<file path="config.mk">
export PLATFORM = sky130hd
export DESIGN_NAME = bcd_converter
export DESIGN_NICKNAME = d
export VERILOG_FILES = /design/src/rtl/bcd_converter.sv
export SDC_FILE = /design/constraint.sdc
export NUM_CORES = 1
export LEC_CHECK = 0
export ABC_AREA = 0
export ABC_CLOCK_PERIOD_IN_PS = 2400
export CORE_MARGIN = 5
export CORE_UTILIZATION = 25
export DETAILED_ROUTE_END_ITERATION = 8
export PLACE_DENSITY_LB_ADDON = 0.12
export REMOVE_ABC_BUFFERS = 1
export SLEW_MARGIN = 20
export SYNTH_ARGS = -nofsm -noshare
export SYNTH_HDL_FRONTEND = slang
export SYNTH_SLANG_ARGS = --single-unit
</file>
<file path="constraint.sdc">
create_clock -name in_clk -period 2.4 [get_ports in_clk]
set_input_delay 0.48 -clock in_clk [delete_from_list [all_inputs] [get_ports in_clk]]
set_output_delay 0.48 -clock in_clk [all_outputs]
set_load 0.005 [all_outputs]
</file>
<file path="src/rtl/bcd_converter.sv">
// bcd_converter: sequential binary-to-BCD converter (shift-and-add-3).
// Uses the same start/finished handshake as the upstream divider, so
// divider.out_finished can drive in_start directly.
//
// Ports:
//   in_clk        system clock, rising edge
//   in_rst        synchronous reset, active low
//   in_start      start request, honoured only in IDLE or DONE
//   in_num        unsigned binary operand, captured on the accepted start edge
//   out_bcd       packed BCD result, digit 0 (ones) in [3:0]
//   out_finished  result valid (DONE state)
//   out_busy      conversion in progress (ADD3 / SHIFT)
//   out_overflow  value did not fit in OUT_DIGITS, valid with out_finished
module bcd_converter #(
    parameter int IN_BITS    = 16,
    parameter int OUT_DIGITS = 5
) (
    input  logic                    in_clk,
    input  logic                    in_rst,
    input  logic                    in_start,
    input  logic [IN_BITS-1:0]      in_num,
    output logic [4*OUT_DIGITS-1:0] out_bcd,
    output logic                    out_finished,
    output logic                    out_busy,
    output logic                    out_overflow
);

    localparam int BW = 4 * OUT_DIGITS;
    localparam int CW = $clog2(IN_BITS + 1);

    typedef enum logic [1:0] {IDLE, ADD3, SHIFT, DONE} state_t;

    state_t            state, state_nxt;
    logic [IN_BITS-1:0] shreg;
    logic [BW-1:0]      scratch, scratch_adj;
    logic [CW-1:0]      cnt;
    logic               ovf;
    logic               accept;

    // Per-digit correction: every nibble >= 5 gets +3 (mod 16), all in parallel.
    for (genvar d = 0; d < OUT_DIGITS; d++) begin : g_adj
        assign scratch_adj[4*d +: 4] = (scratch[4*d +: 4] >= 4'd5) ?
                                       scratch[4*d +: 4] + 4'd3 :
                                       scratch[4*d +: 4];
    end

    assign accept = in_start && (state == IDLE || state == DONE);

    always_ff @(posedge in_clk) begin
        if (!in_rst) state <= IDLE;
        else         state <= state_nxt;
    end

    always_comb begin
        state_nxt    = state;
        out_busy     = 1'b0;
        out_finished = 1'b0;
        case (state)
            IDLE:  if (in_start) state_nxt = ADD3;
            ADD3: begin
                out_busy  = 1'b1;
                state_nxt = SHIFT;
            end
            SHIFT: begin
                out_busy  = 1'b1;
                state_nxt = (cnt == CW'(1)) ? DONE : ADD3;
            end
            DONE: begin
                out_finished = 1'b1;
                if (in_start) state_nxt = ADD3;
            end
            default: state_nxt = IDLE;
        endcase
    end

    always_ff @(posedge in_clk) begin
        if (!in_rst) begin
            shreg        <= '0;
            scratch      <= '0;
            cnt          <= '0;
            ovf          <= 1'b0;
            out_bcd      <= '0;
            out_overflow <= 1'b0;
        end else if (accept) begin
            shreg   <= in_num;
            scratch <= '0;
            cnt     <= CW'(IN_BITS);
            ovf     <= 1'b0;
        end else if (state == ADD3) begin
            scratch <= scratch_adj;
        end else if (state == SHIFT) begin
            // {scratch, shreg} shifted left as one register; the bit falling
            // off the scratch MSB belongs to a digit we do not keep.
            shreg   <= {shreg[IN_BITS-2:0], 1'b0};
            scratch <= {scratch[BW-2:0], shreg[IN_BITS-1]};
            ovf     <= ovf | scratch[BW-1];
            cnt     <= cnt - CW'(1);
            if (cnt == CW'(1)) begin
                // Output registers change only on the edge that enters DONE.
                out_bcd      <= {scratch[BW-2:0], shreg[IN_BITS-1]};
                out_overflow <= ovf | scratch[BW-1];
            end
        end
    end

endmodule

</file>
==> results.md, run 1 <==
* Root Driver: clkbuf_16
* Setup slack, reg-to-reg at 0.43 ns
* Least-Margin Pin Slew at about 0.62 ns
* First-pass GRT wire length at 13.3 mm
* Layout cell share with drive strength beyond 1 at slightly above 7%
* Synth top area share at 39.1%
* Seq. cell area at about 1300 um2
* Post-CTS Setup Repair Bufs at 0
* Launch point of the worst reg-to-reg path: state[1]
* Core ar. at 13,100 um2
* Routed WL per cell at around 13 um
* Design Area, Final at between 4000 and 5000 um2
* Clock Skews at between 0.003 and 0.004 ns
* Post-DP HPWL at around 5.3 mm
* Primary FF master, synth: dfxtp_1
* CTS H-tree depth at 3
* Dpl cell area at just under 4000 um2
* Pins Over Slew Limit at 0
* Cell taking the most area after synthesis: dfxtp_1
* Worst IR Drop VDD at between 400 and 500 uV
* Commonest non-fill, non-tap cell in the layout: dfxtp_1
* CP Data Required Time at between 1.5 and 2 ns
* RSZ-0062 raised after global routing: false
* Share of synthesized flip-flops with an asynchronous set or reset at 0%
* Reg clk slew, reported paths at around 0.05 ns
* Num CTS Buffers at 9
* Die Footprint at 15,700 um2
* Worst Setup SP: state[0]
* Post_cts resized at 0
* Critical Path Fanout Max at 5
* Clock buffer depth at 2
* FF+latch count, synth at 65
* Overall Global Routing Usage at 10.3%
* Synth unique cells at a little under 50
* CP Launch Type: register
* Gate Count Post-Synth at approximately 370
* Yosys warns at 0
* Vias at 2,667
* Mean Syn Cell Area at 8.97 um2
* Layout Nets at 445
* Drt first pass iters at 4
* Synth top area cells: dfxtp_1 39%, ha_1 6.4%, mux2i_1 6.3%
* Nature of the critical path endpoint: output pin
* CP endpoint: out_busy
* Cell Rows at 42
* Clock latency on the worst-skew pair at about 0.32 ns
* Commonest non-fill, non-tap cells in the layout: 65 x dfxtp_1, 41 x clkdlybuf4s50_1, 37 x nand3_1
* FILL cells at 1,441
* EDFF count, synth at 0
* Initial DRC Count at 110
* Ports at 42
* RePlAce Congestion at about 0.71
* Post-Route WL at 7.77 mm
* Crit path time final at about 2.2 ns
* Largest net degree at the start of global routing at 41
* CTS Sinks at 65
* Setup violators final at 0
* Synthesized area at approximately 3300 um2
* Quantity of hold-fixing buffers added after cts at 0
* Vias per inst at ~4.5
* Initial Util at between 20 and 30%
* Lkg Pwr at roughly 1.8 nW
* Critical path arrival at roughly 1.7 ns
* Hold Violations, Final at 0
* DRC viols at 0
* Fin worst setup slack at 0.210 ns
* Worst slew margin at around three fifths
* Capturing point of the worst reg2reg path: scratch[2]
* Post-synthesis sequential area ratio at about two fifths
* Height of the chip at 125 um
* Reg2reg path depth at 7
* CTS tree: built
* Setup WS pre-CTS at 0.252 ns
* Outcome: finished clean
* Total gr overflow at 0
* Hold WC Path Type: reg -> reg
* Max cap viols at 0
* Die Width at approximately 130 um
* Port bufs at ~40
* Antenna-violating nets left at 0
* PD cells at 909 nW/um2
* Initial antenna violation count at 0
* Multi-input logic area at 1820 um2
* Crit Path Class: reg -> out
* Fin crit share at roughly nine tenths
* Antenna diodes at 0
* Layout area overhead at 26.1%
* Achievable Freq at roughly 0.46 GHz
* Number of global-route vias before repair at ~2,600
layout make-up:
| class | instances | share of cell area [%] |
|---|---|---|
| multi-input cells | 263 | 43.5 |
| flip-flops and latches | 65 | 31.0 |
| repair buffers | 52 | 12.1 |
| clock buffers | 13 | 6.21 |
| well taps | 176 | 5.25 |
| inverters | 18 | 1.61 |
| clock inverters | 3 | 0.358 |
routing by layer:
metal / track usage, % / routed length, um / vias up
met5: 0 / 0 / -
met4: 3.19 / 82 / 0
met3: 3.41 / 351 / 9
met2: 16.0 / 3390 / 51
met1: 13.6 / 3940 / 1226
li1: - / - / 1381
through the flow:
stage	TNS (ns)	utilization, %	std cells	hold WS [ns]	total power, mW
detailed placement	0	29.8	574	0.470	2.66
global route	0	31.9	590	0.503	4.10
floorplan	-1.13	-	346	0.438	2.23
global placement	0	29.8	574	0.463	2.63
CTS	0	31.9	590	0.483	3.89
finish	0	31.9	590	0.485	3.81
worst min-delay path by stage:
stage	startpoint	endpoint	cells past startpoint
final	ovf	ovf	2
after global routing	ovf	ovf	2
after CTS	ovf	ovf	2
after detailed placement	ovf	ovf	2
after global placement	ovf	ovf	2
after floorplan	ovf	ovf	2
worst max-delay path: stages (launching register included):
cell and delay (ns):
dfxtp_1 0.40, inv_1 0.09, ha_1 0.31, inv_1 0.09, clkdlybuf4s50_1 0.50
registers in the layout, indices dropped and copies added (netlist names):
name          cells
ovf               1
scratch          20
state             2
out_overflow      1
out_bcd          20
cnt               5
shreg            16
report_power, final:
group          switching [mW]  leakage, nW  total [mW]  internal [mW]
Combinational           0.678         1.09        1.19          0.516
Clock                   0.447        0.139        1.20          0.750
Sequential              0.148        0.528        1.42           1.27
Total                    1.27         1.76        3.81           2.54
cells in the mapped netlist (all sizes together) (2+ instances only):
cell,n
ha,17
nor2b,24
clkbuf,9
dfxtp,65
a21o,2
a21oi,15
nor2,19
nand2,34
o211a,16
nor3,4
and2,3
inv,18
nand3,37
a211oi,2
a2bb2oi,7
a31oi,5
nor4b,2
o221ai,3
or3b,3
o21ai,7
buf,16
nand2b,7
a221oi,4
mux2i,21
xnor2,6
o211ai,4
a22oi,2
nand3b,2
nor3b,4
kinds of logic after synthesis:
kind of cell,Yosys count,share of synthesized area (%)
AO/OA/AOI/OAI,75,17.6
XOR/XNOR,7,1.84
adder cells (fa/ha/maj),17,6.39
buffers and inverters,43,6.05
flip-flops,65,39.1
multiplexers,21,6.32
AND/OR/NAND/NOR,143,22.7
Power figures use the tool's default switching activity.
==> run 2: changes to the inputs <==
--- a/config.mk
+++ b/config.mk
@@ -8,7 +8,7 @@
 export ABC_AREA = 0
 export ABC_CLOCK_PERIOD_IN_PS = 2400
 export CORE_MARGIN = 5
-export CORE_UTILIZATION = 25
+export CORE_UTILIZATION = 55
 export DETAILED_ROUTE_END_ITERATION = 8
 export PLACE_DENSITY_LB_ADDON = 0.12
 export REMOVE_ABC_BUFFERS = 1
==> results.md, run 2 (synthesis gave the netlist of run 1 again) <==
* Initial antenna violation count at 0
* Cell Rows at 28
* Layout area overhead at 19.0%
* Startpoint of the worst hold path: ovf
* Hold WC Path Type: reg -> reg
* Hold Path Depth at 2
* Reg2reg path depth at 6
* RSZ-0062 raised after global routing: false
* Drt first pass iters at 4
* Layout cell share with drive strength beyond 1 at roughly 7%
* Max cap viols at 0
* Die Width at 87.8 um
* Crit Path Class: reg -> out
* Height of the chip at between 80 and 90 um
* Fin crit share at 91.1%
* Design Area, Final at roughly 4000 um2
* Hold WS at approximately 0.48 ns
* Antenna diodes at 0
* Quantity of hold-fixing buffers added after cts at 0
* CTS Sinks at 65
* Worst Setup SP: state[0]
* Post_cts resized at 0
* Worst IR Drop VDD at about 720 uV
* Crit path time final at between 2 and 2.5 ns
* Critical path arrival at 1.71 ns
* Worst Hold Path EP: ovf
* Setup slack, reg-to-reg at about 0.47 ns
* Worst slew margin at 67.2%
* Setup TNS at 0 ns
* Critical Path Fanout Max at 5
* Vias per inst at 5.52
* Pins Over Slew Limit at 0
* Initial DRC Count at 128
* CTS tree: built
* Setup violators final at 0
* Dpl cell area at approximately 3800 um2
* Launch point of the worst reg-to-reg path: state[0]
* Core ar. at ~5900 um2
* Hold Violations, Final at 0
* Outcome: finished clean
* Number of global-route vias before repair at approximately 2,700
* Antenna-violating nets left at 0
* Placed Cells at 476
* Lkg Pwr at between 1.5 and 2 nW
* CTS H-tree depth at 3
* Nature of the critical path endpoint: output pin
* Ports at 42
* Achievable Freq at roughly 0.46 GHz
* Routed WL per cell at 13.4 um
* Vias at around 2,700
* Final Power at approximately 3.4 mW
* Clock buffer depth at 2
* Post-Route WL at between 6 and 7 mm
* Core Util, Final at 67.3%
* Reg clk slew, reported paths at 0.06 ns
* RePlAce Congestion at 0.802
* Capturing point of the worst reg2reg path: scratch[14]
* Commonest non-fill, non-tap cell in the layout: dfxtp_1
* Post-DP HPWL at roughly 4.7 mm
* Clock latency on the worst-skew pair at 0.33 ns
* Setup WS pre-CTS at 0.343 ns
* Initial Util at 56.5%
* PD cells at approximately 850 nW/um2
* Final Non-Filler Cells at slightly below 500
* DRC viols at 0
* Num CTS Buffers at 9
* First-pass GRT wire length at between 10 and 15 mm
* Total gr overflow at 0
* Largest net degree at the start of global routing at 27
* Port bufs at between 40 and 50
* Post-CTS Setup Repair Bufs at 0
* Die Footprint at 7700 um2
* Root Driver: clkbuf_8
* Commonest non-fill, non-tap cells in the layout: 65 x dfxtp_1, 41 x clkdlybuf4s50_1, 37 x nand3_1
* Overall Global Routing Usage at between 10% and 20%
* Biggest regs: out_bcd: 20 flops, scratch: 20 flops, shreg: 16 flops
* Fin worst setup slack at approximately 0.21 ns
* Least-Margin Pin Slew at around 0.49 ns
* Layout Nets at 448
* CP Launch Type: register
* CP Data Required Time at 1.92 ns
* Clock Skews at ~0.0055 ns
run 2: routing by layer:
metal  global-route usage (%)  up-vias  wire length (um)
met5                        0        -                 0
met4                     8.93        0               130
met3                     3.39       13               312
met2                     31.5       62              2980
met1                     22.7     1251              3160
li1                         -     1385                 -
run 2: how the worst max path moves through the flow:
| stage | end | slack (ns) | depth (start not counted) |
|---|---|---|---|
| finish | out_busy | 0.21 | 4 |
| global route | out_busy | 0.12 | 4 |
| CTS | out_busy | 0.18 | 4 |
| detailed placement | shreg[0] | 0.34 | 6 |
| global placement | scratch[2] | 0.39 | 5 |
| floorplan | shreg[10] | -0.08 | 6 |
run 2: cell type report:
type	instances	area, um2
fillers	517	1930
multi-input cells	263	1820
flip-flops and latches	65	1300
repair buffers	55	515
clock buffers	15	156
well taps	75	93.8
inverters	18	67.6
run 2: critical path, stage by stage, from the launching register on:
cell and delay, ns:
dfxtp_1 0.40, inv_1 0.08, ha_1 0.31, inv_1 0.08, clkdlybuf4s50_1 0.50
run 2: report_power, final:
group	leakage, nW	total [mW]	internal, mW	switching [mW]
registers	0.528	1.42	1.27	0.151
clock network	0.0778	0.771	0.400	0.371
logic	1.10	1.17	0.519	0.654
==> run 3: changes to the inputs <==
--- a/config.mk
+++ b/config.mk
@@ -7,6 +7,7 @@
 export LEC_CHECK = 0
 export ABC_AREA = 0
 export ABC_CLOCK_PERIOD_IN_PS = 2400
+export CAP_MARGIN = 0
 export CORE_MARGIN = 5
 export CORE_UTILIZATION = 55
 export DETAILED_ROUTE_END_ITERATION = 8
==> results of run 3 <==
The final DEF is identical to that of run 2; final timing and power are the same.
